**src/rtl/i2c_txn_arbiter.sv**
```systemverilog
// rtl/i2c_txn_arbiter.sv - round-robin sharing of one I2C core among NREQ requesters
// Optional RUN-state watchdog on to_limit is enabled by defining I2C_ARB_TIMEOUT_EN.
module i2c_txn_arbiter #(
  parameter int NREQ = 4,
  parameter int TO_W = 20
) (
  input  logic              PCLK,
  input  logic              PRESETn,
  input  logic [NREQ-1:0]   req_valid,
  input  logic [NREQ*8-1:0] req_addr,
  input  logic [NREQ*8-1:0] req_cnt,
  output logic [NREQ-1:0]   req_grant,
  input  logic [NREQ*8-1:0] wr_data,
  input  logic [NREQ-1:0]   wr_valid,
  output logic [NREQ-1:0]   wr_ready,
  output logic [7:0]        rd_data,
  output logic [NREQ-1:0]   rd_valid,
  output logic [NREQ-1:0]   done,
  output logic              done_err,
  output logic [7:0]        core_addr,
  output logic [7:0]        core_cnt,
  output logic              core_start,
  output logic [7:0]        core_tx_data,
  output logic              core_tx_en,
  input  logic              core_tx_req,
  input  logic [7:0]        core_rx_data,
  input  logic              core_rx_vld,
  input  logic              core_done,
  input  logic              core_error,
  input  logic [TO_W-1:0]   to_limit
);

  localparam int PW = (NREQ > 1) ? $clog2(NREQ) : 1;

  typedef enum logic [2:0] {S_IDLE, S_ARB, S_LOAD, S_RUN, S_FIN} state_t;

  state_t          state;
  logic [PW-1:0]   rr_ptr;
  logic [PW-1:0]   owner;
  logic [PW-1:0]   win_idx;
  logic            win_found;
  logic [NREQ-1:0] owner_oh;
  logic [7:0]      tx_cnt;
  logic            txn_err;
  logic            tx_fire;
  logic            to_hit;

  function automatic logic [PW-1:0] rr_idx(input logic [PW-1:0] base, input int off);
    int s;
    s = int'(base) + off;
    if (s >= NREQ) s = s - NREQ;
    return PW'(s);
  endfunction

  // First pending requester at or after the round-robin pointer.
  always_comb begin
    win_found = 1'b0;
    win_idx   = '0;
    for (int i = 0; i < NREQ; i++) begin
      if (!win_found && req_valid[rr_idx(rr_ptr, i)]) begin
        win_found = 1'b1;
        win_idx   = rr_idx(rr_ptr, i);
      end
    end
  end

  assign owner_oh = {{(NREQ-1){1'b0}}, 1'b1} << owner;

  // The registered core_tx_en doubles as the mandatory one-cycle gap between bytes.
  assign tx_fire = (state == S_RUN) && !core_addr[0] && core_tx_req && wr_valid[owner]
                   && !core_tx_en && (tx_cnt != core_cnt);

`ifdef I2C_ARB_TIMEOUT_EN
  logic [TO_W-1:0] to_cnt;

  assign to_hit = (to_limit != '0) && (to_cnt == to_limit);

  always_ff @(posedge PCLK) begin
    if (!PRESETn) begin
      to_cnt <= '0;
    end else if (state == S_LOAD) begin
      to_cnt <= '0;
    end else if (state == S_RUN) begin
      to_cnt <= to_cnt + 1'b1;
    end
  end
`else
  logic unused_to_limit;

  assign unused_to_limit = ^to_limit;
  assign to_hit          = 1'b0;
`endif

  always_ff @(posedge PCLK) begin
    if (!PRESETn) begin
      state        <= S_IDLE;
      rr_ptr       <= '0;
      owner        <= '0;
      req_grant    <= '0;
      wr_ready     <= '0;
      rd_data      <= '0;
      rd_valid     <= '0;
      done         <= '0;
      done_err     <= 1'b0;
      core_addr    <= '0;
      core_cnt     <= '0;
      core_start   <= 1'b0;
      core_tx_data <= '0;
      core_tx_en   <= 1'b0;
      tx_cnt       <= '0;
      txn_err      <= 1'b0;
    end else begin
      core_start <= 1'b0;
      core_tx_en <= 1'b0;
      wr_ready   <= '0;
      rd_valid   <= '0;
      done       <= '0;
      done_err   <= 1'b0;
      case (state)
        S_IDLE: begin
          // Grant survives through the done cycle, then drops here.
          req_grant <= '0;
          if (|req_valid) state <= S_ARB;
        end
        S_ARB: begin
          if (win_found) begin
            req_grant <= {{(NREQ-1){1'b0}}, 1'b1} << win_idx;
            owner     <= win_idx;
            rr_ptr    <= rr_idx(win_idx, 1);
            state     <= S_LOAD;
          end else begin
            state <= S_IDLE;
          end
        end
        S_LOAD: begin
          core_addr  <= req_addr[{owner, 3'b000} +: 8];
          core_cnt   <= req_cnt[{owner, 3'b000} +: 8];
          core_start <= 1'b1;
          tx_cnt     <= '0;
          txn_err    <= 1'b0;
          state      <= S_RUN;
        end
        S_RUN: begin
          if (tx_fire) begin
            core_tx_en   <= 1'b1;
            core_tx_data <= wr_data[{owner, 3'b000} +: 8];
            wr_ready     <= owner_oh;
            tx_cnt       <= tx_cnt + 8'd1;
          end
          if (core_rx_vld && core_addr[0]) begin
            rd_data  <= core_rx_data;
            rd_valid <= owner_oh;
          end
          if (core_error) txn_err <= 1'b1;
          if (core_done) begin
            state <= S_FIN;
          end else if (to_hit) begin
            txn_err <= 1'b1;
            state   <= S_FIN;
          end
        end
        S_FIN: begin
          done     <= owner_oh;
          done_err <= txn_err;
          state    <= S_IDLE;
        end
        default: state <= S_IDLE;
      endcase
    end
  end

endmodule

```
**config.mk**
```make
export PLATFORM = sky130hd
export DESIGN_NAME = i2c_txn_arbiter
export DESIGN_NICKNAME = d
export VERILOG_FILES = /design/src/rtl/i2c_txn_arbiter.sv
export SDC_FILE = /design/constraint.sdc
export NUM_CORES = 1
export LEC_CHECK = 0
export CAP_MARGIN = 0
export CORE_AREA = 3 3 79 156
export CTS_BUF_LIST = sky130_fd_sc_hd__clkbuf_4 sky130_fd_sc_hd__clkbuf_8
export DETAILED_ROUTE_END_ITERATION = 6
export DIE_AREA = 0 0 82 159
export PLACE_DENSITY = 0.74
export SETUP_SLACK_MARGIN = 0.4
export SKIP_LAST_GASP = 1
export SYNTH_ARGS = -nofsm -noshare
export SYNTH_HDL_FRONTEND = slang
export SYNTH_SLANG_ARGS = --single-unit
```
**constraint.sdc**
```tcl
create_clock -name PCLK -period 2.35 [get_ports PCLK]
set_input_delay 0.705 -clock PCLK [delete_from_list [all_inputs] [get_ports PCLK]]
set_output_delay 0.705 -clock PCLK [all_outputs]
set_load 0.005 [all_outputs]
```
# [Word level (Yosys, flattened, before mapping)]
# Index checks and enable logic that the tools add are counted.
# W data, S select, Z words.
[totals] regBits=67 latch_bits=0 mem_bits_rw=0 mem_bits_ro=0 input_bits=138 output_inout_bits=51 wordCells=115 memories=0
[classes] n_addsub=10 n_mul=0 n_div=0 order_cmp=10 eq_ne=10 shift=5 mux=35 n_bitwise=0 reduce_logical=29
[op_table] operator="$shiftx A32 B6 Y8" n=3
[op_table] operator="$mux W2" n=10
[op_table] operator="$reduce_and A2 Y1" n=9
[op_table] operator="$pmux W8 S2" n=1
[op_table] operator="$lt A2 B3 Y1 const B" n=5
[op_table] operator="$ge A3 B3 Y1 const B" n=4
[op_table] operator="$mux W1" n=12
[op_table] operator="$pmux W3 S4" n=1
[op_table] operator="$bmux W1 S2" n=5
[op_table] operator="$ne A2 B2 Y1 const B" n=5
[op_table] operator="$sub A2 B1 Y2 const B" n=5
[op_table] operator="$logic_and A1 B1 Y1" n=9
[op_table] operator="$add A8 B1 Y8 const B" n=1
[op_table] operator="$mux W8" n=1
[op_table] operator="$ne A8 B8 Y1" n=1
[op_table] operator="$pmux W4 S2" n=1
[op_table] operator="$shl A1 B2 Y4 const A" n=2
[op_table] operator="$add A2 B1 Y3 const B" n=2
[op_table] operator="$add A2 B2 Y3 const B" n=2
[op_table] operator="$eq A3 B2 Y1 const B" n=2
[op_table] operator="$mux W3" n=2
[op_table] operator="$reduce_and A3 Y1" n=2
[op_table] operator="$logic_not A1 Y1" n=5
[op_table] operator="$mux W4" n=1
[op_table] operator="7 further kinds" n=8

# [Logic depth before layout (Yosys ltp)]
[depth] depth_word=17 ltp_mapped=8 mapped_depth_nobuf=7

# [Worst setup path after synthesis]
# No wires, ideal clock.
[synth_path] path_kind="input port to flip-flop" start="input wr_valid[3]" end="register tx_cnt[3]" setup_ns=0.057 arrival_time_ns=1.865 t_required_ns=2.293 slack_ns=0.427 stages=6 n_path_buf=1 cell_sequence="mux4_2 > nand3_4 > a21oi_4 > buf_6 > a211oi_1 > a31o_2"
[synth_via] elab_chain_len=7
[synth_rtl] element="start, declared" line="14" text="input logic [NREQ-1:0] wr_valid,"
[synth_rtl] element="$bmux W1 S2" line="70" text="assign tx_fire = (state == S_RUN) && !core_addr[0] && core_tx_req && wr_valid[owner]"
[synth_rtl] element="$mux W1 (not written as such)" line="70"
[synth_rtl] element="$logic_and A1 B1 Y1" line="70"
[synth_rtl] element="$logic_and A1 B1 Y1 (2 in a row)" line="71" text="&& !core_tx_en && (tx_cnt != core_cnt);"
[synth_rtl] element="$ne A2 B2 Y1 (no source line)"
[synth_rtl] element="$reduce_and A2 Y1 (no source line)"
[synth_rtl] element="end signal, assigned" line="148" text="tx_cnt <= tx_cnt + 8'd1;"
[synth_rtl] element="end, declared" line="43" text="logic [7:0] tx_cnt;"
# Every way passes these cells. The select of a mux whose other input is x is not followed.
# A chain may end at the register's enable or synchronous reset.

# [Worst setup path after layout]
[layout_path] start="register req_grant[1]" end="output req_grant[1]"
[layout_lines] element="start, declared" line="12" text="output logic [NREQ-1:0] req_grant,"
[layout_lines] element="start signal, assigned" line="127" text="req_grant <= {{(NREQ-1){1'b0}}, 1'b1} << win_idx;"
# No word-level cell between the ends.

==> impl_metrics.ini <==
[run_status]
outcome = finished clean

[final_layout]
drive_gt1_share_pct = 17.7
fill_cells = 1079
stdcell_count = 663
area_growth_pct = 70.1
nNetsFinal = 658

[sta]
setup_viol = 0
hold_viol = 0
tightestPinTransition_ns = 0.484
slew_headroom_pct = 67.5
fin_tns_setup_ns = 0
skew_ns = 0.00677
max_freq_mhz = 513
post-route-period-util_pct = 83.0
rsz0062_at_grt = yes
report.final.slew_viol_count = 0
min_period_ns = 1.95

[floorplanning]
initial_utilization_pct = 29.8
std_cell_rows = 55
die_h_um = 159
die_area_um2 = 13000
die_x_um = 82
ios = 189
core_area_um2 = 11300

[clock_tree]
htreeDepth = 3
clk_latency_ns = 0.34
cts_tree = yes
clk_pin_slew_ns = 0.07
cts_hold_repair.buffers = 0
clock_sinks = 67
cts.path.max_buffers = 2
cts_buffers = 9
cts.root.buffer_cell = clkbuf_8

[worst_setup_path]
crit_family = buffers and inverters
cpMaxStageDelayCell = clkdlybuf4s50_1
path_buf_inv = 1
arrival_ns = 1.24
crit_fanout = 2
crit_chain = clkdlybuf4s50_1
cp.required_ns = 1.64
crit_type = register to primary output
critPathLaunchType = register
critPathMaxStageDelay_ns = 0.52
end_kind = primary output

[synth]
async_flop_share_pct = 0
yosysUniqueCellTypes = 38
yosys.area.top_type_share_pct = 39.8
synth_edf_count = 0
netlist_area_um2 = 3370
yosys-top-cells-area = dfxtp_1 40%, mux4_2 17%, nand2_1 6.6%
postSynthCellCount = 334
synth_area_leader_cell = dfxtp_1
syn_area_per_cell_um2 = 10.1
ys_seq_area_share_pct = 39.8
synth_ff_type = dfxtp_1
syn_nets = 477
synth_warnings = 0
synth_seq_cells = 67

[place]
dp_cells = 641
gp_congestion = 0.840
hpwl_mm = 8.91
numPortBuffers = 168

[global_route]
grt_max_degree = 34
grt_pass1_wl_mm = 18.5
antenna_found_initial = 0
grt_pass1_vias = 3641
grt.overflow.total = 0
track_usage_pct = 18.7

[power_and_ir_drop]
power.density_nw_per_um2 = 544
ir_drop_mv = 0.440
p_switching_mw = 0.724
clkPwrFrac_pct = 41.8
p_comb_share_pct = 19.5
power_frac_seq_pct = 38.7
swShare_pct = 23.2
power.internal_mw = 2.39
p_leak_nw = 2.35

[route]
dr.pass1.iters = 4
wl_met1_mm = 3.90
via_per_inst = 4.88
avgRoutedWirePerCell_um = 17.3
via_count = 3235
drc = 0
wl_met2_mm = 6.58
ant_nets = 0
wl_met3_um = 674
drtIter0Drc = 138
highest_layer = met4
wl_mm = 11.5

[job]
drv_cap = 0

[worst_hold_path]
hold_class = register to register
area by class of cell:
cell class | instances | area, µm² | share of cell area [%]
antenna | 1 | 2.50 | 0.0437
clock inverter | 6 | 136 | 2.38
inverter | 11 | 41.3 | 0.721
timing repair buffer | 188 | 1930 | 33.6
sequential | 67 | 1360 | 23.7
clock buffer | 10 | 138 | 2.40
tap | 142 | 178 | 3.10
multi-input combinational | 238 | 1950 | 34.0
power groups by stage:
stage,Combinational (mW),Sequential [mW],Clock [mW]
2_1_floorplan,0.284,1.22,0
3_3_place_gp,0.585,1.23,0
3_5_place_dp,0.602,1.23,0
4_1_cts,0.604,1.21,1.33
5_1_grt,0.659,1.21,1.38
6_report,0.608,1.21,1.30
flip-flops by register name (all words and copies together), names as in the netlist, 8 cells and up:
signal        flops
core_addr         8
core_cnt          8
core_tx_data      8
rd_data           8
tx_cnt            8
cells in the mapped netlist (all sizes together), types with 2 or more instances:
cell type  instances
o21ai              3
buf                7
nand4              2
xor2               8
inv               10
mux4              25
nor2b             13
dfxtp             67
nor4               2
a21boi            28
nand2             59
clkbuf            11
nor3b              2
nor2              22
ha                 5
nand3b             2
xnor2              5
nand2b             9
a211oi             5
nor3               5
and3               3
nand3             11
mux2i             11
a21oi              9
cells by family after synthesis:
kind of cell,count (synthesis),share of synthesized area [%]
buffers and inverters,29,3.86
XOR/XNOR,13,3.38
multiplexers,36,20.0
AND/OR/NAND/NOR,134,20.1
adder cells (fa/ha/maj),5,1.86
flip-flops,67,39.8
AO/OA/AOI/OAI,50,10.9
per-layer routing:
metal	global-route usage, %	vias up
li1	-	1532
met1	19.3	1574
met2	34.2	105
met3	4.25	24
met4	7.87	0
met5	0	-
worst register-to-register path, cell delays in order, from the launching register on:
cell and delay (ns):
dfxtp_1 0.44, xor2_1 0.14, nor4_4 0.46, a21oi_4 0.15, buf_12 0.16, buf_12 0.13
mux2i_2 0.17, nor2b_1 0.06
repair_timing:
action	4_1_cts	5_1_grt
setup endpoints to repair	31	37
gates resized for setup	26	34
buffers inserted	3	1
pin swaps	2	4
cloned	1	0
hold endpoints to repair	0	0
placed cells by master, fill, tap and decap left out, types with 9 or more instances in the layout:
cell             count
dfxtp_2             11
nand3_1             10
mux4_2              25
dlygate4sd2_1       11
mux2i_1              9
nor2b_1             13
clkdlybuf4s50_1    139
dfxtp_1             55
dlymetal6s2s_1      18
inv_1               10
buf_4               16
a21boi_0            24
nand2_1             59
clkbuf_8            10
nor2_1              21
stage by stage:
step,util [%],hold WS [ns],worst slack (ns),power (mW),instance area [µm²]
after floorplan,-,0.408,0.427,1.50,3370
after global placement,46.8,0.423,-0.0200,1.81,5280
after detailed placement,46.8,0.418,-0.136,1.83,5280
after CTS,49.9,0.430,0.403,3.14,5630
after global routing,50.7,0.470,0.348,3.25,5730
final,50.8,0.429,0.400,3.12,5730
worst paths after layout:
kind         slack, ns                       from  cells past startpoint                            to
max               0.40  req_grant[1]$_SDFFE_PN0P_                      1                  req_grant[1]
min               0.43       txn_err$_SDFFE_PN0P_                      2           done_err$_SDFF_PN0_
max reg2reg       0.53     tx_cnt[3]$_SDFFE_PN0P_                      7  core_tx_data[1]$_SDFFE_PN0P_
min reg2reg       0.43       txn_err$_SDFFE_PN0P_                      2           done_err$_SDFF_PN0_
(Power assumes the default switching activity.)
